`config.mk`:
```
export PLATFORM = sky130hd
export DESIGN_NAME = multicycle_ctrl
export DESIGN_NICKNAME = d
export VERILOG_FILES = /design/src/rtl/ctrl_pkg.sv /design/src/rtl/alu_decoder.sv /design/src/rtl/multicycle_ctrl.sv
export SDC_FILE = /design/constraint.sdc
export NUM_CORES = 1
export LEC_CHECK = 0
export ABC_AREA = 1
export CAP_MARGIN = 40
export CORE_UTILIZATION = 39
export DETAILED_ROUTE_END_ITERATION = 8
export PLACE_DENSITY = 0.85
export SYNTH_ARGS = -nofsm -noshare
export SYNTH_HDL_FRONTEND = slang
export SYNTH_SLANG_ARGS = --single-unit
export TNS_END_PERCENT = 100
```
`constraint.sdc`:
```
create_clock -name clk -period 2.9 [get_ports clk]
set_input_delay 0.58 -clock clk [delete_from_list [all_inputs] [get_ports clk]]
set_output_delay 0.58 -clock clk [all_outputs]
set_load 0.01 [all_outputs]
```
`src/rtl/ctrl_pkg.sv`:
```
// Shared types and constants for the multicycle control FSM: states, instruction
// classes, opcodes, funct3 values and ALU operation codes.
package ctrl_pkg;

    typedef enum logic [2:0] {
        ST_FETCH  = 3'd0,
        ST_DECODE = 3'd1,
        ST_EXEC   = 3'd2,
        ST_MEM    = 3'd3,
        ST_TRAP   = 3'd4
    } state_t;

    typedef enum logic [2:0] {
        CLS_R   = 3'd0,
        CLS_I   = 3'd1,
        CLS_LW  = 3'd2,
        CLS_SW  = 3'd3,
        CLS_BEQ = 3'd4,
        CLS_BNE = 3'd5,
        CLS_JAL = 3'd6,
        CLS_ILL = 3'd7
    } cls_t;

    localparam logic [6:0] OP_R   = 7'b0110011;
    localparam logic [6:0] OP_I   = 7'b0010011;
    localparam logic [6:0] OP_LW  = 7'b0000011;
    localparam logic [6:0] OP_SW  = 7'b0100011;
    localparam logic [6:0] OP_BR  = 7'b1100011;
    localparam logic [6:0] OP_JAL = 7'b1101111;

    localparam logic [2:0] F3_ADD  = 3'b000;
    localparam logic [2:0] F3_SLL  = 3'b001;
    localparam logic [2:0] F3_SLT  = 3'b010;
    localparam logic [2:0] F3_SLTU = 3'b011;
    localparam logic [2:0] F3_XOR  = 3'b100;
    localparam logic [2:0] F3_SR   = 3'b101;
    localparam logic [2:0] F3_OR   = 3'b110;
    localparam logic [2:0] F3_AND  = 3'b111;
    localparam logic [2:0] F3_LW   = 3'b010;
    localparam logic [2:0] F3_SW   = 3'b010;
    localparam logic [2:0] F3_BEQ  = 3'b000;
    localparam logic [2:0] F3_BNE  = 3'b001;

    localparam logic [3:0] ALU_ADD  = 4'b0000;
    localparam logic [3:0] ALU_SUB  = 4'b0001;
    localparam logic [3:0] ALU_AND  = 4'b0010;
    localparam logic [3:0] ALU_OR   = 4'b0011;
    localparam logic [3:0] ALU_XOR  = 4'b0100;
    localparam logic [3:0] ALU_SLT  = 4'b0101;
    localparam logic [3:0] ALU_SLL  = 4'b0110;
    localparam logic [3:0] ALU_SRL  = 4'b0111;
    localparam logic [3:0] ALU_SRA  = 4'b1000;
    localparam logic [3:0] ALU_SLTU = 4'b1001;

    function automatic cls_t classify(input logic [6:0] opcode, input logic [2:0] funct3);
        cls_t cls;
        cls = CLS_ILL;
        unique case (opcode)
            OP_R:    cls = CLS_R;
            OP_I:    cls = CLS_I;
            OP_LW:   cls = (funct3 == F3_LW) ? CLS_LW : CLS_ILL;
            OP_SW:   cls = (funct3 == F3_SW) ? CLS_SW : CLS_ILL;
            OP_BR: begin
                if (funct3 == F3_BEQ)      cls = CLS_BEQ;
                else if (funct3 == F3_BNE) cls = CLS_BNE;
                else                       cls = CLS_ILL;
            end
            OP_JAL:  cls = CLS_JAL;
            default: cls = CLS_ILL;
        endcase
        return cls;
    endfunction

endpackage

```
`src/rtl/alu_decoder.sv`:
```
// Combinational ALU operation decode from instruction class, funct3 and funct7[5].
module alu_decoder
    import ctrl_pkg::*;
(
    input  logic [2:0] i_cls,
    input  logic [2:0] i_funct3,
    input  logic       i_funct7b5,
    output logic [3:0] o_alucontrol
);

    logic [3:0] w_arith;
    logic       w_is_r;

    assign w_is_r = (i_cls == CLS_R);

    // funct7[5] selects SUB only for R-type; SRA/SRAI use it in both formats.
    always_comb begin
        w_arith = ALU_ADD;
        unique case (i_funct3)
            F3_ADD:  w_arith = (w_is_r && i_funct7b5) ? ALU_SUB : ALU_ADD;
            F3_SLL:  w_arith = ALU_SLL;
            F3_SLT:  w_arith = ALU_SLT;
            F3_SLTU: w_arith = ALU_SLTU;
            F3_XOR:  w_arith = ALU_XOR;
            F3_SR:   w_arith = i_funct7b5 ? ALU_SRA : ALU_SRL;
            F3_OR:   w_arith = ALU_OR;
            F3_AND:  w_arith = ALU_AND;
            default: w_arith = ALU_ADD;
        endcase
    end

    always_comb begin
        o_alucontrol = ALU_ADD;
        unique case (i_cls)
            CLS_R, CLS_I:     o_alucontrol = w_arith;
            CLS_BEQ, CLS_BNE: o_alucontrol = ALU_SUB;
            default:          o_alucontrol = ALU_ADD;
        endcase
    end

endmodule

```
`src/rtl/multicycle_ctrl.sv`:
```
// Multicycle control FSM: FETCH/DECODE/EXEC/MEM/TRAP with imem/dmem handshakes.
// Optional retired-instruction counter enabled by defining CTRL_INSTRET_EN.
module multicycle_ctrl
    import ctrl_pkg::*;
(
    input  logic        clk,
    input  logic        reset,
    input  logic [31:0] instr,
    input  logic        zero,
    output logic        imem_req,
    input  logic        imem_ack,
    output logic        dmem_req,
    output logic        dmem_we,
    input  logic        dmem_ack,
    output logic        pcwrite,
    output logic        irwrite,
    output logic        memtoreg,
    output logic        brtaken,
    output logic        alusrcimm,
    output logic        writesreg,
    output logic        jump,
    output logic        splitimm,
    output logic [3:0]  alucontrol,
    output logic        illegal,
    output logic [31:0] instret
);

    state_t     r_state;
    state_t     w_state_next;
    logic [6:0] r_opcode;
    logic [2:0] r_funct3;
    logic       r_funct7b5;
    cls_t       w_cls;
    logic [3:0] w_alu;
    logic       w_unused_instr;

    assign w_unused_instr = ^{instr[31], instr[29:15], instr[11:7]};
    assign w_cls          = classify(r_opcode, r_funct3);

    alu_decoder u_alu_decoder (
        .i_cls        (w_cls),
        .i_funct3     (r_funct3),
        .i_funct7b5   (r_funct7b5),
        .o_alucontrol (w_alu)
    );

    always_ff @(posedge clk or negedge reset) begin
        if (!reset) begin
            r_state <= ST_FETCH;
        end else begin
            r_state <= w_state_next;
        end
    end

    always_ff @(posedge clk or negedge reset) begin
        if (!reset) begin
            r_opcode   <= '0;
            r_funct3   <= '0;
            r_funct7b5 <= 1'b0;
        end else if (irwrite) begin
            r_opcode   <= instr[6:0];
            r_funct3   <= instr[14:12];
            r_funct7b5 <= instr[30];
        end
    end

    always_comb begin
        w_state_next = r_state;
        unique case (r_state)
            ST_FETCH:  if (imem_ack) w_state_next = ST_DECODE;
            ST_DECODE: w_state_next = (w_cls == CLS_ILL) ? ST_TRAP : ST_EXEC;
            ST_EXEC:   w_state_next = (w_cls == CLS_LW || w_cls == CLS_SW) ? ST_MEM : ST_FETCH;
            ST_MEM:    if (dmem_ack) w_state_next = ST_FETCH;
            ST_TRAP:   w_state_next = ST_TRAP;
            default:   w_state_next = ST_FETCH;
        endcase
    end

    // Outputs are gated by reset so requests drop the instant reset asserts.
    always_comb begin
        imem_req   = 1'b0;
        irwrite    = 1'b0;
        dmem_req   = 1'b0;
        dmem_we    = 1'b0;
        pcwrite    = 1'b0;
        memtoreg   = 1'b0;
        brtaken    = 1'b0;
        alusrcimm  = 1'b0;
        writesreg  = 1'b0;
        jump       = 1'b0;
        splitimm   = 1'b0;
        alucontrol = ALU_ADD;
        illegal    = 1'b0;
        if (reset) begin
            unique case (r_state)
                ST_FETCH: begin
                    imem_req = 1'b1;
                    irwrite  = imem_ack;
                end
                ST_EXEC: begin
                    alucontrol = w_alu;
                    unique case (w_cls)
                        CLS_R: begin
                            writesreg = 1'b1;
                            pcwrite   = 1'b1;
                        end
                        CLS_I: begin
                            writesreg = 1'b1;
                            pcwrite   = 1'b1;
                            alusrcimm = 1'b1;
                        end
                        CLS_LW: alusrcimm = 1'b1;
                        CLS_SW: begin
                            alusrcimm = 1'b1;
                            splitimm  = 1'b1;
                        end
                        CLS_BEQ: begin
                            pcwrite = 1'b1;
                            brtaken = zero;
                        end
                        CLS_BNE: begin
                            pcwrite = 1'b1;
                            brtaken = !zero;
                        end
                        CLS_JAL: begin
                            jump    = 1'b1;
                            pcwrite = 1'b1;
                        end
                        default: ;
                    endcase
                end
                ST_MEM: begin
                    dmem_req   = 1'b1;
                    dmem_we    = (w_cls == CLS_SW);
                    alusrcimm  = 1'b1;
                    splitimm   = (w_cls == CLS_SW);
                    alucontrol = ALU_ADD;
                    pcwrite    = dmem_ack;
                    writesreg  = dmem_ack && (w_cls == CLS_LW);
                    memtoreg   = dmem_ack && (w_cls == CLS_LW);
                end
                ST_TRAP: illegal = 1'b1;
                default: ;
            endcase
        end
    end

`ifdef CTRL_INSTRET_EN
    logic [31:0] r_instret;

    always_ff @(posedge clk or negedge reset) begin
        if (!reset) begin
            r_instret <= '0;
        end else if (pcwrite) begin
            r_instret <= r_instret + 32'd1;
        end
    end

    assign instret = r_instret;
`else
    assign instret = 32'd0;
`endif

endmodule
```
; Word-level counts from Yosys, hierarchy flattened
; Index checks and enable logic that the tools add are counted.
[op_classes]
n_shift = 0
magnitude_cmp = 0
bitwise = 0
add_sub_neg = 0
eq_ne = 26
n_reduce_logical = 12
n_div = 0
multipliers = 0
muxes = 46
[ops]
columns = op, n
row1 = one-hot mux 4 bit (8 select lines), 1
row2 = equality test 3 bit (second input constant), 9
row3 = 2-to-1 mux 1 bit, 26
row4 = equality test 3 x 2 -> 1 bit (second input constant), 6
row5 = one-hot mux 3 bit (6 select lines), 1
row6 = 2-to-1 mux 3 bit, 5
row7 = one-hot mux 3 bit (5 select lines), 1
row8 = equality test 7 x 6 -> 1 bit (second input constant), 2
row9 = equality test 7 bit (second input constant), 2
row10 = 2-to-1 mux 4 bit, 3
row11 = one-hot mux 1 bit (2 select lines), 5
row12 = equality test 3 x 1 -> 1 bit (second input constant), 3
row13 = logical NOT 3 bit, 3
row14 = one-hot mux 4 bit (2 select lines), 1
row15 = equality test 7 x 2 -> 1 bit (second input constant), 1
row16 = equality test 7 x 5 -> 1 bit (second input constant), 1
row17 = 2-to-1 mux 2 bit, 3
row18 = OR reduction 5 bit, 1
row19 = != test 2 bit (second input constant), 2
row20 = OR reduction 2 bit, 2
row21 = OR reduction 3 bit, 1
row22 = logical AND 1 bit, 2
row23 = AND reduction 2 bit, 1
row24 = logical NOT 1 bit, 1
row25 = logical OR 1 bit, 1
[word_totals]
n_memories = 0
mem_bits_rw = 0
out_inout_bits = 48
latch_bits = 0
register_bits = 14
in_bits = 37
romBits = 0
wordCells = 88

; Longest topological paths before layout
; Gate-level depths: netlist of run 1.
[depth]
depth_word = 11
ltp_mapped = 9
ltp_nobuf = 9

; Modules after synthesis
; Synthesis of run 1 repeated with hierarchy kept, for this count alone.
[unflattened]
hier_cells = 202
hier_area_um2 = 1392.6
[modules_own_cells]
columns = mod, cells_each, instances, area_per_inst_um2, seq_area_each_um2
row1 = multicycle_ctrl, 174, 1, 1265.0, 350.3
row2 = alu_decoder, 28, 1, 127.6, 0.0

; Worst setup path before layout of run 1
; OpenSTA, ideal clock, no wires.
[synth_timing]
path_type = register to output
from = register r_opcode[4]
to = output port alucontrol[3]
path_slack_ps = 1101
arrival_time_ps = 1219
n_path_buf = 0
stages_incl_launch_ff = 10
t_required_ps = 2320
path_cell_list = dfrtp_1 inv_2 nand2_2 nor2_4 nand2_2 nand2_2 nand3_4 inv_4 nand3_2 nor2_1
[synth_between]
elab_chain_cells = 7
elab_cells_between_ends = 16
classes_between = eq/ne: 9 / mux: 4 / reduce/logical: 3
[synth_lines]
columns = element, line_no
row1 = start: declaration, multicycle_ctrl.sv:30  ; logic [6:0] r_opcode;
row2 = start signal: assignment, multicycle_ctrl.sv:61  ; r_opcode <= instr[6:0];
row3 = "equality test 7 bit, or another cell as far along", ctrl_pkg.sv:58  ; unique case (opcode)
row4 = one-hot mux 3 bit (6 select lines) *, ctrl_pkg.sv:58
row5 = "equality test 3 bit, or another cell as far along", alu_decoder.sv:34  ; unique case (i_cls)
row6 = "OR reduction 2 bit, on equally long branches", -
row7 = one-hot mux 4 bit (2 select lines) *, alu_decoder.sv:34
row8 = 2-to-1 mux 4 bit *, multicycle_ctrl.sv:95  ; unique case (r_state)
row9 = 2-to-1 mux 4 bit *, multicycle_ctrl.sv:94  ; if (reset) begin
row10 = end: declaration, multicycle_ctrl.sv:23  ; output logic [3:0] alucontrol,
; Mark *: on every way between the ends. The rest lies on a longest branch, timed or not.

; Final worst setup path of run 1
[layout_timing]
from = register r_opcode[4]
to = output port alucontrol[2]
; The elaborated chain is that of the path after synthesis.

==> flow_summary.ini, run 1 <==
[worst_setup_path]
path_max_fanout = 7
crit_path_max_incr_delay_ns = 0.54
cp_slowest_cell = clkdlybuf4s50_1
cpMostUsedCell = nand2_2
crit_required_ns = 2.32
arrival_ns = 2.11
cp_cell_sequence = inv_2 > nand2_2 > nor2_4 > nand2_2 > nand2_2 > nand3_4 > inv_4 > nand4_4 > nor2_2 > clkdlybuf4s50_1
cp-startpoint = r_opcode[4]
reg2reg_depth = 5
endpoint = alucontrol[2]
cp-start-kind = register
r2r-end = r_opcode[0]
r2r_slack_ns = 1.33
end_kind = output pin
crit_type = register to output pin
r2r-start = r_state[1]

[synthesis]
synth.cell_area_mm2 = 0.00134
synth.distinct_cells = 32
syn_area_per_cell_um2 = 7.59
synth_cells = 176
ys_seq_area_share_pct = 26.2
yosysTopAreaCell = dfrtp_1
ys_top_cells_by_area = dfrtp_1, buf_4, nand2_1
yosys_warnings = 0
synth-seq-cells = 14
synth_top_area_share_pct = 26.2

[global_routing]
met2_usage_pct = 24.5
grt_pass1_vias = 959
grt_overflow = 0
grt_max_degree = 20
antenna_found_initial = 0
grt-busiest-layer = met2
grt_pass1_wl_um = 3880
grt_use_met1_pct = 17.5
met3_usage_pct = 2.13
grt_usage_pct = 14.1

[final_layout]
drive_gt1_share_pct = 21.2
seq_area_um2 = 350
mostFrequentLayoutCell = conb_1
multiInputGateArea_um2 = 758
final_cells = 256
final_cell_mix = conb_1, clkdlybuf4s50_1, nand2_1
antenna_cells = 0
num-fill-cells = 329
utilization_pct = 51.8
nets = 250
area_growth_syn_to_layout_pct = 22.3

[place]
port_buffers = 31
dp_hpwl_um = 2000
post-place-ws_ns = 0.0229
placedCellCount = 252
gp_congestion = 0.772

[clocking]
path_clk_slew_ns = 0.08
htree_num_levels = 1
clockBufferDepth = 2
cts.sinks = 14
cts_setup_buffers = 0
cts_tree = built
cts.repair.resized = 0
numCtsBuffers = 3
root_buffer = clkbuf_4
hold_buffers = 0
insertion_delay_ns = 0.28

[timing]
hold_violations = 0
min_period_ns = 2.69
fmaxAchievable_ghz = 0.372
drv_slew = 0
clock_skew_ns = 0.00278
grt_setup_unrepaired = false
layout_worst_path_cycle_share_pct = 92.7
setup_viol = 0
setup_ws_ns = 0.212
fin_tns_setup_ns = 0

[floorplan]
core_area_mm2 = 0.00315
die_w_um = 60.5
initial_core_util_pct = 42.3
dieArea_mm2 = 0.00366
rows = 20
die_y_um = 60.5
boundaryPins = 85

[detailed_routing]
ant_nets = 0
via_count = 1111
first_iter_violations = 62
routed_wl_um = 2320
wl_per_cell_um = 9.08
viasPerCell = 4.34
first_pass_iters = 4
drc = 0

[pwr]
p_total_mw = 1.09
vdd_ir_drop_max_uv = 330
power.density_mw_per_mm2 = 667
leakagePower_nw = 0.774

[min_path]
hold_path_class = input port to asynchronous set/reset pin

[run]
cap_violations = 0

[status]
status = completed
[worst min-delay path by stage]
stage                        to  cells after the start
floorplan           r_funct3[0]                      0
global placement    r_opcode[1]                      1
detailed placement  r_opcode[1]                      1
CTS                 r_opcode[1]                      1
global route         r_state[2]                      2
finish               r_state[0]                      2
[cells by family (layout without fill, tap and decap cells)]
logic type,count (synthesis),in the layout,share of synthesized area [%]
mux,3,3,2.53
xor+xnor,1,1,0.656
simple gates,79,79,35.6
flops,14,14,26.2
compound gates,21,21,9.00
buf+inv,57,62,25.7
other cells,1,32,0.281
[per-stage QoR]
stage	area, um^2	hold slack (ns)
global route	1630	0.366
detailed placement	1590	0.497
global placement	1590	0.488
CTS	1630	0.518
floorplan	1450	0.284
finish	1630	0.349
[flip-flops by register name, summed over array words and instances (netlist names)]
signal,count
r_funct3,3
r_state,3
r_opcode,7
r_funct7b5,1
[synthesized netlist by cell type (all sizes together)]
cell type / number
clkinv: 1
nor3b: 1
mux2: 3
dfrtp: 14
a21oi: 4
o21bai: 1
nor2: 20
o21ai: 14
nand2: 35
nor3: 3
o211ai: 1
xnor2: 1
buf: 34
nand4: 4
inv: 22
conb: 1
nand3: 16
a21boi: 1
[critical path, delay by kind of cell, from the launching register on]
family	cells	cell delay [ns]
buffers and inverters	3	0.76
and+or+nand+nor	7	0.64
DFF	1	0.42
[power by group]
group / switching (mW) / internal, mW / leakage (nW)
combinational: 0.370 / 0.210 / 0.581
sequential: 0.0824 / 0.288 / 0.172
clock: 0.0623 / 0.0764 / 0.0210
[metal layers]
layer | share of wire [%] | vias to the layer above | wire length, um
met3 | 6.1 | 5 | 141
met1 | 45 | 497 | 1050
met4 | 1.5 | 0 | 34
li1 | - | 566 | -
met5 | 0 | - | 0
met2 | 47 | 43 | 1100
[cell type report]
class | instances | area share [%]
inverter | 23 | 5.52
clock buffer | 4 | 2.22
sequential | 14 | 21.5
tap | 44 | 3.37
multi-input combinational | 136 | 46.4
timing repair buffer | 35 | 21.0
No activity file was read; power rests on OpenSTA's default activity.
==> inputs of run 2 (changes only) <==
--- a/config.mk
+++ b/config.mk
@@ -10,6 +10,7 @@
 export CORE_UTILIZATION = 39
 export DETAILED_ROUTE_END_ITERATION = 8
 export PLACE_DENSITY = 0.85
+export SLEW_MARGIN = 30
 export SYNTH_ARGS = -nofsm -noshare
 export SYNTH_HDL_FRONTEND = slang
 export SYNTH_SLANG_ARGS = --single-unit
==> constraint.sdc (replaced) <==
create_clock -name clk -period 3.1 [get_ports clk]
set_input_delay 0.62 -clock clk [delete_from_list [all_inputs] [get_ports clk]]
set_output_delay 0.62 -clock clk [all_outputs]
set_load 0.01 [all_outputs]
==> flow_summary.ini, run 2 (synthesis results as in run 1) <==
[status]
status = completed

[detailed_routing]
first_pass_iters = 4
wl_per_cell_um = 8.84
routed_wl_um = 2250
drc = 0
viasPerCell = 4.15
ant_nets = 0
first_iter_violations = 27
via_count = 1057

[pwr]
clockPowerShare_pct = 12.7
p_comb_share_pct = 53.1
switchingPower_mw = 0.476
leakagePower_nw = 0.760
swShare_pct = 47.0
vdd_ir_drop_max_uv = 376
pwr-share-seq_pct = 34.1
internal-power_mw = 0.536
power.density_mw_per_mm2 = 624

[worst_setup_path]
end_kind = output pin
cp_top_family = buffers and inverters
crit_type = input port to output pin
cp-startpoint = reset
arrival_ns = 2.35
cp-start-kind = input port
path_buf_inv = 3
cp_cell_sequence = clkdlybuf4s50_1 > inv_2 > nor2_4 > nand2_1 > o211ai_1 > clkdlybuf4s50_1
crit_required_ns = 2.48
crit_path_max_incr_delay_ns = 0.57
path_max_fanout = 5
cp_slowest_cell = clkdlybuf4s50_1
r2r-start = r_state[1]
cpMostUsedCell = clkdlybuf4s50_1

[place]
placedCellCount = 251
gp_congestion = 0.766
post-place-ws_ns = 0.0938
dp_hpwl_um = 1960
port_buffers = 31

[clocking]
hold_buffers = 0
cts_tree = built
clockBufferDepth = 2
numCtsBuffers = 3
insertion_delay_ns = 0.28
cts.sinks = 14
path_clk_slew_ns = 0.09
cts.repair.resized = 0
root_buffer = clkbuf_4
cts_setup_buffers = 0
htree_num_levels = 1

[final_layout]
largest_reg_flops = 7
final_cell_mix = conb_1, clkdlybuf4s50_1, nand2_1
top_register = r_opcode
area_growth_syn_to_layout_pct = 21.6
seq_area_um2 = 350
multiInputGateArea_um2 = 758
final_cells = 255
drive_gt1_share_pct = 20.9
antenna_cells = 0
mostFrequentLayoutCell = conb_1
num-fill-cells = 308
reg.largest.list = r_opcode: 7 flops, r_funct3: 3 flops, r_state: 3 flops
nets = 249

[global_routing]
grt_pass1_vias = 929
antenna_found_initial = 0
grt_overflow = 0
grt_max_degree = 20
grt_usage_pct = 13.6
grt_pass1_wl_um = 3760

[floorplan]
boundaryPins = 85
rows = 20
initial_core_util_pct = 42.3
core_area_mm2 = 0.00315
dieArea_mm2 = 0.00366
die_y_um = 60.5
die_w_um = 60.5

[timing]
drv_slew = 0
clock_skew_ns = 0.0107
hold_violations = 0
min_period_ns = 2.97
grt_setup_unrepaired = false
layout_worst_path_cycle_share_pct = 95.9
setup_ws_ns = 0.127
setup_viol = 0
fin_tns_setup_ns = 0
fmaxAchievable_ghz = 0.336
hold_ws_ns = 0.520

[min_path]
hp-start = r_opcode[1]
hold_path_class = register to register

[run]
cap_violations = 0
## run 2: changes by cell type in the layout (fill, tap and decap cells not counted)
cell,delta
buf_4,-1
dlymetal6s2s_1,-1
clkdlybuf4s50_1,+1
## run 2: power by group through the flow
stage / registers (mW) / clock network, mW / logic [mW]
finish: 0.346 / 0.129 / 0.538
CTS: 0.344 / 0.132 / 0.547
global placement: 0.343 / 0 / 0.532
floorplan: 0.334 / 0 / 0.458
global route: 0.358 / 0.143 / 0.614
detailed placement: 0.348 / 0 / 0.544
## run 2: final timing paths
| check | endpoint | slack (ns) | cells past startpoint |
|---|---|---|---|
| worst max-delay path | pcwrite | 0.13 | 6 |
| worst min-delay path | r_opcode[1] | 0.52 | 1 |
| worst max register to register | r_opcode[0] | 1.53 | 5 |
| worst min register to register | r_opcode[1] | 0.52 | 1 |
| max in group asynchronous | r_funct3[1] | 2.16 | 2 |
| min in group asynchronous | r_state[0] | 0.76 | 2 |
## run 2: cell type report
cell class | instances | area share [%]
Sequential cell | 14 | 21.6
Inverter | 23 | 5.55
Timing Repair Buffer | 34 | 20.5
Clock buffer | 4 | 2.24
Multi-Input combinational cell | 136 | 46.7
Tap cell | 44 | 3.39
## run 2: worst reg2reg max path: stages (launching register included)
cell     delay [ns]
dfrtp_1        0.44
nor2_2         0.13
nand2_2        0.09
nor3b_2        0.22
buf_4          0.24
mux2_1         0.34
## run 2: layer usage
metal	share of wire (%)	GRT usage (%)	vias up
li1	-	-	569
met1	47	17.9	448
met2	46	22.8	38
met3	5.7	2.13	2
met4	0.71	4.87	0
met5	0	0	-
## run 2: stage by stage
stage                     power [mW]  utilization (%)  instance area (um^2)
after global routing            1.11             51.5                  1620
after floorplan                0.792                -                  1450
after detailed placement       0.892             50.3                  1590
final                           1.01             51.5                  1620
after CTS                       1.02             51.5                  1620
after global placement         0.875             50.3                  1590
==> inputs of run 3 (changes only) <==
--- a/config.mk
+++ b/config.mk
@@ -7,9 +7,10 @@
 export LEC_CHECK = 0
 export ABC_AREA = 1
 export CAP_MARGIN = 40
-export CORE_UTILIZATION = 39
+export CORE_UTILIZATION = 41
+export CTS_BUF_LIST = sky130_fd_sc_hd__clkbuf_8
 export DETAILED_ROUTE_END_ITERATION = 8
-export PLACE_DENSITY = 0.85
+export PLACE_DENSITY = 0.89
 export SLEW_MARGIN = 30
 export SYNTH_ARGS = -nofsm -noshare
 export SYNTH_HDL_FRONTEND = slang
==> flow_summary.ini, run 3 (synthesis results as in run 1) <==
[floorplan]
die_y_um = 59.1
die_w_um = 59.1
core_area_mm2 = 0.00308
rows = 20
dieArea_mm2 = 0.00349
boundaryPins = 85
initial_core_util_pct = 43.4

[pwr]
power.density_mw_per_mm2 = 648
switchingPower_mw = 0.481
pwr-share-seq_pct = 33.1
vdd_ir_drop_max_uv = 406
swShare_pct = 45.5
internal-power_mw = 0.577
leakagePower_nw = 0.763
clockPowerShare_pct = 16.2
p_comb_share_pct = 50.8

[global_routing]
grt_pass1_wl_um = 3600
grt_pass1_vias = 896
grt_overflow = 0
antenna_found_initial = 0
grt_usage_pct = 13.3
grt_max_degree = 20

[detailed_routing]
first_pass_iters = 4
routed_wl_um = 2200
wl_per_cell_um = 8.65
via_count = 1075
first_iter_violations = 20
ant_nets = 0
viasPerCell = 4.23
drc = 0

[final_layout]
top_register = r_opcode
antenna_cells = 0
largest_reg_flops = 7
mostFrequentLayoutCell = conb_1
final_cells = 254
nets = 248
final_area_mm2 = 0.00163
area_growth_syn_to_layout_pct = 22.4
num-fill-cells = 290
final_cell_mix = conb_1, clkdlybuf4s50_1, nand2_1
drive_gt1_share_pct = 20.5
reg.largest.list = r_opcode: 7 flops, r_funct3: 3 flops, r_state: 3 flops

[worst_setup_path]
r2r_slack_ns = 1.53
r2r-end = r_opcode[1]
path_max_fanout = 15
crit_type = input port to output pin
crit_required_ns = 2.48
end_kind = output pin
reg2reg_depth = 5
arrival_ns = 2.31
r2r-start = r_state[1]
cp-start-kind = input port

[clocking]
hold_buffers = 0
cts_setup_buffers = 0
clockBufferDepth = 2
cts.repair.resized = 0
htree_num_levels = 1
path_clk_slew_ns = 0.06
cts_tree = built
numCtsBuffers = 3
insertion_delay_ns = 0.24
cts.sinks = 14
root_buffer = clkbuf_8

[run]
cap_violations = 0

[place]
placedCellCount = 250
dp_hpwl_um = 1890
placed_cell_area_mm2 = 0.00158
port_buffers = 31
gp_congestion = 0.787

[timing]
fmaxAchievable_ghz = 0.342
hold_violations = 0
drv_slew = 0
fin_tns_setup_ns = 0
min_period_ns = 2.93
layout_worst_path_cycle_share_pct = 94.4
hold_ws_ns = 0.524
grt_setup_unrepaired = false
setup_viol = 0
clock_skew_ns = 0.00128

[min_path]
hold_end = r_opcode[1]
whs_path_depth = 1
hold_path_class = register to register
hp-start = r_opcode[1]

[status]
status = completed
-- run 3: changes by cell type in the layout (fill, tap and decap cells not counted), sizes merged --
cell  change
buf       -1
-- run 3: power groups by stage --
| stage | sequential, mW | clock [mW] | combinational [mW] |
|---|---|---|---|
| 4_1_cts | 0.348 | 0.177 | 0.544 |
| 3_3_place_gp | 0.342 | 0 | 0.529 |
| 5_1_grt | 0.363 | 0.186 | 0.604 |
| 6_report | 0.350 | 0.171 | 0.537 |
| 2_1_floorplan | 0.334 | 0 | 0.458 |
| 3_5_place_dp | 0.351 | 0 | 0.541 |
-- run 3: cell type report --
class,instances,area [um^2],share of cell area [%]
well taps,44,55.1,3.37
clock buffers,4,55.1,3.37
flip-flops and latches,14,350,21.4
inverters,23,90.1,5.51
repair buffers,33,325,19.9
multi-input cells,136,758,46.4
-- run 3: critical path: stages --
cell	delay (ns)
clkdlybuf4s50_1	0.53
buf_4	0.26
nand4_2	0.16
nor3_2	0.18
clkdlybuf4s50_1	0.55
-- run 3: routing by layer --
| layer | wire length [um] | vias up | track usage (%) |
|---|---|---|---|
| met5 | 0 | - | 0 |
| met4 | 16 | 0 | 6.12 |
| met3 | 109 | 2 | 1.53 |
| met2 | 1040 | 40 | 22.7 |
| met1 | 1030 | 468 | 16.9 |
| li1 | - | 565 | - |
-- run 3: how the worst max path moves through the flow --
stage                 from            end  slack, ns  depth (start not counted)
2_1_floorplan  r_opcode[4]  alucontrol[3]       1.26                          9
3_3_place_gp         reset        pcwrite       0.19                          6
3_5_place_dp         reset        dmem_we       0.17                          5
4_1_cts              reset        dmem_we       0.16                          5
5_1_grt              reset        dmem_we       0.06                          5
6_report             reset        dmem_we       0.17                          5
-- run 3: through the flow --
step | util, % | power [mW] | setup slack, ns
detailed placement | 51.3 | 0.893 | 0.166
finish | 53.1 | 1.06 | 0.175
CTS | 53.1 | 1.07 | 0.165
floorplan | - | 0.792 | 1.26
global route | 53.1 | 1.15 | 0.0643
global placement | 51.3 | 0.872 | 0.187
